### src/rtl/tile_pkg.sv
// rtl/tile_pkg.sv - shared tile geometry constants and scheduler state encoding
// Purpose: constants common to the tile scheduler, the tile drawer and later sprite stages.
// Ports:   none (package).
// Config:  BLANK_TILE is only acted on when TILE_SKIP_EN is defined.
package tile_pkg;

  localparam int TILE_W       = 8;
  localparam int BYTES_PER_PX = 3;
  localparam int TILE_BYTES   = 192;
  localparam int TILE_ADDR_W  = 12;

  localparam logic [7:0] BLANK_TILE = 8'hFF;

  // Scheduler states, 8-bit wide to match the drawer's encoding.
  localparam logic [7:0] S_IDLE      = 8'd0;
  localparam logic [7:0] S_FETCH     = 8'd1;
  localparam logic [7:0] S_CALC      = 8'd2;
  localparam logic [7:0] S_ISSUE     = 8'd3;
  localparam logic [7:0] S_WAIT_ACK  = 8'd4;
  localparam logic [7:0] S_WAIT_DONE = 8'd5;
  localparam logic [7:0] S_ADVANCE   = 8'd6;
  localparam logic [7:0] S_DONE      = 8'd7;

endpackage

### src/rtl/tile_addr_calc.sv
// rtl/tile_addr_calc.sv - combinational tile index to pixel-ROM byte address
// Purpose: addr = idx * 192 built as (idx<<7)+(idx<<6), truncated to TILE_ADDR_W bits.
// Ports:   idx  in  8            tile index
//          addr out TILE_ADDR_W  byte address of the tile's first pixel
module tile_addr_calc
  import tile_pkg::*;
(
  input  logic [7:0]             idx,
  output logic [TILE_ADDR_W-1:0] addr
);

  logic [TILE_ADDR_W-1:0] idx_w;

  assign idx_w = TILE_ADDR_W'(idx);
  // Indices of 22 and above overflow 12 bits and wrap; the pixel ROM only decodes 12 bits.
  assign addr  = (idx_w << 7) + (idx_w << 6);

endmodule

### src/rtl/tilemap_scheduler.sv
// rtl/tilemap_scheduler.sv - walks the tile map and issues one draw job at a time
// Purpose: reads MAP_COLS x MAP_ROWS tile indices from map ROM in raster order and hands each
//          to the tile drawer as (tile_address, x_pos, y_pos) with a one-cycle draw pulse.
// Ports:   clk, reset (sync, active-high)
//          start in / busy out / done out       frame handshake with the game controller
//          map_rom_address out / map_rom_data in map ROM read port (MAP_ROM_LAT cycles latency)
//          tile_address, x_pos, y_pos, draw out job to the tile drawer
//          drawer_active in                     drawer busy flag
// Config:  define TILE_SKIP_EN to skip map entries equal to BLANK_TILE (no draw issued).
module tilemap_scheduler
  import tile_pkg::*;
#(
  parameter int MAP_COLS    = 20,
  parameter int MAP_ROWS    = 15,
  parameter int MAP_AW      = 9,
  parameter int MAP_ROM_LAT = 2
) (
  input  logic              clk,
  input  logic              reset,
  input  logic              start,
  output logic              busy,
  output logic              done,
  output logic [MAP_AW-1:0] map_rom_address,
  input  logic [7:0]        map_rom_data,
  output logic [11:0]       tile_address,
  output logic [7:0]        x_pos,
  output logic [7:0]        y_pos,
  output logic              draw,
  input  logic              drawer_active
);

  localparam int COL_W = (MAP_COLS > 1) ? $clog2(MAP_COLS) : 1;
  localparam int ROW_W = (MAP_ROWS > 1) ? $clog2(MAP_ROWS) : 1;

  logic [7:0]             state_q, state_d;
  logic [COL_W-1:0]       col_q, col_d;
  logic [ROW_W-1:0]       row_q, row_d;
  logic [1:0]             wait_q, wait_d;
  logic [MAP_AW-1:0]      addr_q, addr_d;
  logic [TILE_ADDR_W-1:0] tile_q, tile_d;
  logic [7:0]             x_q, x_d;
  logic [7:0]             y_q, y_d;
  logic                   draw_q, draw_d;
  logic                   busy_q, busy_d;
  logic                   done_q, done_d;
  logic [TILE_ADDR_W-1:0] calc_addr;
  logic                   last_col, last_tile;

  tile_addr_calc u_addr_calc (
    .idx  (map_rom_data),
    .addr (calc_addr)
  );

  assign last_col  = (col_q == COL_W'(MAP_COLS - 1));
  assign last_tile = last_col && (row_q == ROW_W'(MAP_ROWS - 1));

  always_comb begin
    state_d = state_q;
    col_d   = col_q;
    row_d   = row_q;
    wait_d  = wait_q;
    addr_d  = addr_q;
    tile_d  = tile_q;
    x_d     = x_q;
    y_d     = y_q;
    busy_d  = busy_q;
    draw_d  = 1'b0;
    done_d  = 1'b0;
    case (state_q)
      S_IDLE: begin
        if (start) begin
          col_d   = '0;
          row_d   = '0;
          addr_d  = '0;
          wait_d  = '0;
          busy_d  = 1'b1;
          state_d = S_FETCH;
        end
      end
      S_FETCH: begin
        // Address was updated on entry, so map_rom_data is valid on the first S_CALC cycle.
        if (wait_q == 2'(MAP_ROM_LAT - 1)) begin
          wait_d  = '0;
          state_d = S_CALC;
        end else begin
          wait_d = wait_q + 2'd1;
        end
      end
      S_CALC: begin
`ifdef TILE_SKIP_EN
        if (map_rom_data == BLANK_TILE) begin
          state_d = S_ADVANCE;
        end else
`endif
        begin
          tile_d  = calc_addr;
          x_d     = 8'({col_q, 3'b000});
          y_d     = 8'({row_q, 3'b000});
          draw_d  = 1'b1;
          state_d = S_ISSUE;
        end
      end
      S_ISSUE: begin
        state_d = S_WAIT_ACK;
      end
      S_WAIT_ACK: begin
        if (drawer_active) state_d = S_WAIT_DONE;
      end
      S_WAIT_DONE: begin
        if (!drawer_active) state_d = S_ADVANCE;
      end
      S_ADVANCE: begin
        if (last_tile) begin
          busy_d  = 1'b0;
          done_d  = 1'b1;
          state_d = S_DONE;
        end else begin
          // Raster order makes the map address a plain running counter.
          addr_d = addr_q + MAP_AW'(1);
          if (last_col) begin
            col_d = '0;
            row_d = row_q + ROW_W'(1);
          end else begin
            col_d = col_q + COL_W'(1);
          end
          state_d = S_FETCH;
        end
      end
      S_DONE: begin
        state_d = S_IDLE;
      end
      default: begin
        state_d = S_IDLE;
      end
    endcase
  end

  always_ff @(posedge clk) begin
    if (reset) begin
      state_q <= S_IDLE;
      col_q   <= '0;
      row_q   <= '0;
      wait_q  <= '0;
      addr_q  <= '0;
      tile_q  <= '0;
      x_q     <= '0;
      y_q     <= '0;
      draw_q  <= 1'b0;
      busy_q  <= 1'b0;
      done_q  <= 1'b0;
    end else begin
      state_q <= state_d;
      col_q   <= col_d;
      row_q   <= row_d;
      wait_q  <= wait_d;
      addr_q  <= addr_d;
      tile_q  <= tile_d;
      x_q     <= x_d;
      y_q     <= y_d;
      draw_q  <= draw_d;
      busy_q  <= busy_d;
      done_q  <= done_d;
    end
  end

  assign map_rom_address = addr_q;
  assign tile_address    = tile_q;
  assign x_pos           = x_q;
  assign y_pos           = y_q;
  assign draw            = draw_q;
  assign busy            = busy_q;
  assign done            = done_q;

endmodule
### config.mk
export PLATFORM = sky130hd
export DESIGN_NAME = tilemap_scheduler
export DESIGN_NICKNAME = d
export VERILOG_FILES = /design/src/rtl/tile_pkg.sv /design/src/rtl/tile_addr_calc.sv /design/src/rtl/tilemap_scheduler.sv
export SDC_FILE = /design/constraint.sdc
export NUM_CORES = 1
export LEC_CHECK = 0
export CAP_MARGIN = 20
export CELL_PAD_IN_SITES_DETAIL_PLACEMENT = 0
export CELL_PAD_IN_SITES_GLOBAL_PLACEMENT = 1
export CORE_AREA = 2 2 84 86
export CTS_CLUSTER_SIZE = 12
export DETAILED_ROUTE_END_ITERATION = 7
export DIE_AREA = 0 0 86 88
export GPL_ROUTABILITY_DRIVEN = 0
export GPL_TIMING_DRIVEN = 0
export PLACE_DENSITY_LB_ADDON = 0.1
export SLEW_MARGIN = 20
export SYNTH_ARGS = -nofsm -noshare
export SYNTH_HDL_FRONTEND = slang
export SYNTH_SLANG_ARGS = --single-unit
### constraint.sdc
create_clock -name clk -period 1.95 [get_ports clk]
set_input_delay 0.4875 -clock clk [delete_from_list [all_inputs] [get_ports clk]]
set_output_delay 0.4875 -clock clk [all_outputs]
set_load 0.01 [all_outputs]
Word-level counts from Yosys, hierarchy flattened
Cells that the tools add are included.
Word-level totals
  ROM bits: 0
  output and inout port bits: 40
  memory bits (writable): 0
  register bits after elaboration: 52
  memories: 0
  latch bits: 0
Cells by class
  multiply operators: 0
  multiplexer cells: 25
  add/subtract/negate cells: 5
  equal/unequal tests: 16
  reductions and logical operators: 10
  order comparisons: 0
  div/mod/pow operators: 0
  bitwise logic cells: 1
  shift-type cells: 0
Operator list (number)
  $pmux W8 S7: 1
  $mux W8: 4
  $eq A8 B3 Y1 const B: 3
  $mux W9: 2
  $pmux W9 S2: 1
  $eq A8 B2 Y1 const B: 2
  $mux W5: 3
  $ne A2 B2 Y1 const B: 7
  $add A12 B12 Y12: 1
  $mux W4: 3
  $pmux W5 S2: 1
  $add A9 B1 Y9 const B: 1
  $eq A8 B1 Y1 const B: 1
  $logic_not A8 Y1: 1
  $pmux W4 S2: 1
  $reduce_and A4 Y1: 2
  $reduce_and A3 Y1: 2
  $add A5 B1 Y5 const B: 1
  $eq A5 B5 Y1 const B: 1
  $add A4 B1 Y4 const B: 1
  $eq A4 B4 Y1 const B: 1
  $mux W1: 4
  $mux W2: 2
  $pmux W2 S2: 1
  other kinds (9): 10

Logic depth before layout (Yosys ltp)
  word-level depth: 4
  mapped depth: 6

Modules after synthesis
Synthesis repeated with hierarchy kept, for this count alone.
Second synthesis, totals
  cell total of the unflattened synthesis: 293
  area, all modules: 2418.6 um^2
By module, submodules not included
  tilemap_scheduler: cells an instance 266, seq. area each 940.9 um^2, area an instance 2203.4 um^2, instances 1
  tile_addr_calc: cells an instance 27, seq. area each 0.0 um^2, area an instance 215.2 um^2, instances 1

Least setup slack after synthesis
Ideal clock, no wire load.
  path type: input to register
  start point: input map_rom_data[0]
  end point: register tile_q[11], in the netlist tile_address[11]
  arrival: 1697 ps
  library setup time: 86 ps
  data required time: 1864 ps
  cell stages on the path: 6
  path slack: 167 ps
  path through: ha_1 -> fa_1 -> a21o_1 -> a21oi_1 -> xnor2_1 -> a211oi_1
Between the ends
  cells in the longest elaborated chain, start to end: 1
RTL lines
  start: declaration: line tilemap_scheduler.sv:24  | input logic [7:0] map_rom_data,
  $add A12 B12 Y12: line tile_addr_calc.sv:16  | assign addr = (idx_w << 7) + (idx_w << 6);
  end signal: assignment: line tilemap_scheduler.sv:157  | tile_q <= tile_d;
  end: declaration: line tilemap_scheduler.sv:40  | logic [TILE_ADDR_W-1:0] tile_q, tile_d;
No other way between the ends.
A chain may end at the register's enable or synchronous reset.

Worst setup path in the final report
  start point: register addr_q[0], in the netlist map_rom_address[0]
  end point: output map_rom_address[0]
RTL lines
  start: declaration: line tilemap_scheduler.sv:39  | logic [MAP_AW-1:0] addr_q, addr_d;
  start signal: assignment: line tilemap_scheduler.sv:156  | addr_q <= addr_d;
  end: declaration: line tilemap_scheduler.sv:23  | output logic [MAP_AW-1:0] map_rom_address,
No word-level cell between the ends.

==> metrics.cfg <==
[outcome]
status = finished, final reports clean

[die]
dieWidth_um = 86
core_area_um2 = 6640
die_area_um2 = 7570
rows = 30
start_util = 0.325
fp.dieH_um = 88
num_io_pins = 52

[timing]
finalClockSkew_ns = 0.0108
finalWorstSetupSlack_ns = 0.116
fin_crit_sh = 0.940
fmax_ghz = 0.545
maxSlewViolCount = 0
worst_pin_slew_ns = 0.529
finalHoldViolCount = 0
min_period_ns = 1.83
finalSetupViolCount = 0
relSlewSlack = 0.647

[clock_network]
cts_max_level = 2
tritoncts.num_buffers = 5
clock_sinks = 41
postCtsHoldBufs = 0
cts_root_buffer = clkbuf_8
path_clk_slew_ns = 0.09
cts_tree = built
clk_latency_ns = 0.30
clockBufferDepth = 2

[synth]
ys_top_cells_by_area = dfxtp_1, a21oi_1, nand2_1
yosysMostFrequentCell = dfxtp_1
syn_inst = 252
synth_edf_count = 0
yosysTopAreaCell = dfxtp_1
syn_area_per_cell_um2 = 8.58
synth_flop_cell = dfxtp_1
synthArstFlopShare = 0
synth_top_area_share = 0.380
synth.top_cells.by_count = dfxtp_1, nand2_1, a21oi_1
ys_seq_elements = 41
seq_area_frac_synth = 0.380
ys_warn_count = 0
syn_area_um2 = 2160
synthDistinctLibCells = 49

[route]
avgViaCountPerCell = 4.94
drcViolationCount = 0
drt-initial-drc-count = 76
wl_per_cell_um = 13.5
ant_nets = 0
via_count = 1926
routed_wl_um = 5270
first_pass_iters = 4

[critical_path]
cpPeakStageDelay_ns = 0.59
worst-path-buf-inv = 1
arrival_ns = 1.35
path_delay_family = buffers and inverters
cp_num_cells = 1
startpoint_type = register
endpoint_kind = output port
critical_path.cell_chain = clkdlybuf4s50_1
slowest_stage = clkdlybuf4s50_1
r2r_cells = 5
worstPathRequired_ns = 1.46
critPathKind = register to output port
worstPathMaxFanout = 7

[global_route]
antenna_found_initial = 0
track_usage = 0.146
grt_pass1_wl_um = 8830
grt_max_degree = 15
grt_pass1_vias = 1820
grt_overflow = 0

[final_layout]
drive_gt1_frac = 0.145
utilization = 0.431
fillers = 674
final_cells = 390
fin_area_um2 = 2870
insertedDiodeCount = 0
nNetsFinal = 330
syn_to_final_growth_pct = 32.5

[pwr]
power_mw = 2.25
power_frac_comb = 0.218
powerDensity_nw_per_um2 = 787
switching_share = 0.281
p_int_mw = 1.62
switchingPower_uw = 634
seqPwrFrac = 0.412
ir_drop_uv = 421
clkPwrFrac = 0.370
leakage_nw = 1.08

[place]
placed_cells = 379
postPlaceCellArea_um2 = 2660
dp_hpwl_um = 3770
port_buffers = 35
dp_slack_ns = -0.475

[hold_path]
hp-class = register to register
hold_depth = 2

[job]
timing.max_cap.violations = 0

==> cell families after synthesis <==
kind of cell	after synthesis	synth area share
and+or+nand+nor	90	0.227
AOI/OAI and AO/OA	69	0.205
DFF	41	0.380
buffers and inverters	30	0.0781
adders and majority gates	9	0.0556
xor gates and xnor gates	7	0.0284
muxes	5	0.0237
other	1	0.00173
==> cells in the final DEF (no fill, tap or decap), drive strengths merged, types with 3 or more instances in the layout <==
| master | count |
|---|---|
| dfxtp | 41 |
| nand2 | 33 |
| clkdlybuf4s50 | 32 |
| a21oi | 28 |
| buf | 20 |
| clkbuf | 15 |
| conb | 13 |
| nor2 | 12 |
| o21ai | 12 |
| nand3 | 8 |
| ha | 8 |
| xnor2 | 7 |
| nor3 | 6 |
| a21o | 5 |
| a211oi | 5 |
| o211ai | 4 |
| mux2i | 4 |
| nand2b | 4 |
| inv | 4 |
| nand3b | 3 |
| and3 | 3 |
| o2111ai | 3 |
| or4 | 3 |
| or3 | 3 |
| a31oi | 3 |
| nor4 | 3 |
==> final timing paths <==
kind / from / to / slack (ns)
setup / recovery: map_rom_address[0] / map_rom_address[0] / 0.12
setup reg to reg: col_q[0] / row_q[2] / 0.16
hold / removal: x_pos[4] / x_pos[4] / 0.46
hold reg to reg: x_pos[4] / x_pos[4] / 0.46
==> repair_timing <==
item                       CTS  global route
setup endpoints to repair   10            24
resized for setup            7             9
setup buffers                1             3
pin swaps                    1             3
==> power by group through the flow <==
| stage | Clock (mW) | Sequential (mW) | Combinational (mW) |
|---|---|---|---|
| 3_3_place_gp | 0 | 0.947 | 0.475 |
| 6_report | 0.835 | 0.928 | 0.491 |
| 2_1_floorplan | 0 | 0.948 | 0.318 |
| 5_1_grt | 0.896 | 0.938 | 0.545 |
| 4_1_cts | 0.864 | 0.929 | 0.487 |
| 3_5_place_dp | 0 | 0.948 | 0.475 |
==> registers in the layout, summed over array words and instances, names as in the netlist <==
register         count
busy                 1
col_q                5
done                 1
draw                 1
map_rom_address      9
row_q                4
state_q              3
tile_address         6
wait_q               2
x_pos                5
y_pos                4
==> layout make-up <==
type / instances / area, um2 / area share
plain buffers: 26 / 156 / 0.0546
inverters: 3 / 11.3 / 0.00393
flip-flops and latches: 41 / 821 / 0.286
clock inverters: 3 / 68.8 / 0.0240
repair buffers: 39 / 384 / 0.134
clock buffers: 5 / 68.8 / 0.0240
well taps: 80 / 100 / 0.0349
multi-input cells: 193 / 1250 / 0.438
==> per-layer routing <==
metal / routed length, um / vias to the layer above / track usage
met5: 0 / - / 0
met4: 40 / 0 / 0.0390
met3: 160 / 4 / 0.0302
met2: 2510 / 33 / 0.235
met1: 2560 / 889 / 0.200
li1: - / 1000 / -
==> metrics by stage <==
step,hold slack (ns),TNS [ns]
floorplan,0.432,0
global placement,0.443,-5.62
detailed placement,0.447,-6.42
CTS,0.461,0
global route,0.477,-0.0169
finish,0.458,0
==> worst reg2reg max path, cell delays in order, from the launching register on <==
cell and delay (ns):
dfxtp_1 0.42, ha_1 0.28, and4bb_4 0.32, nor2_2 0.10, or4_1 0.47, a21oi_1 0.14
No activity file was read; power rests on OpenSTA's default activity.
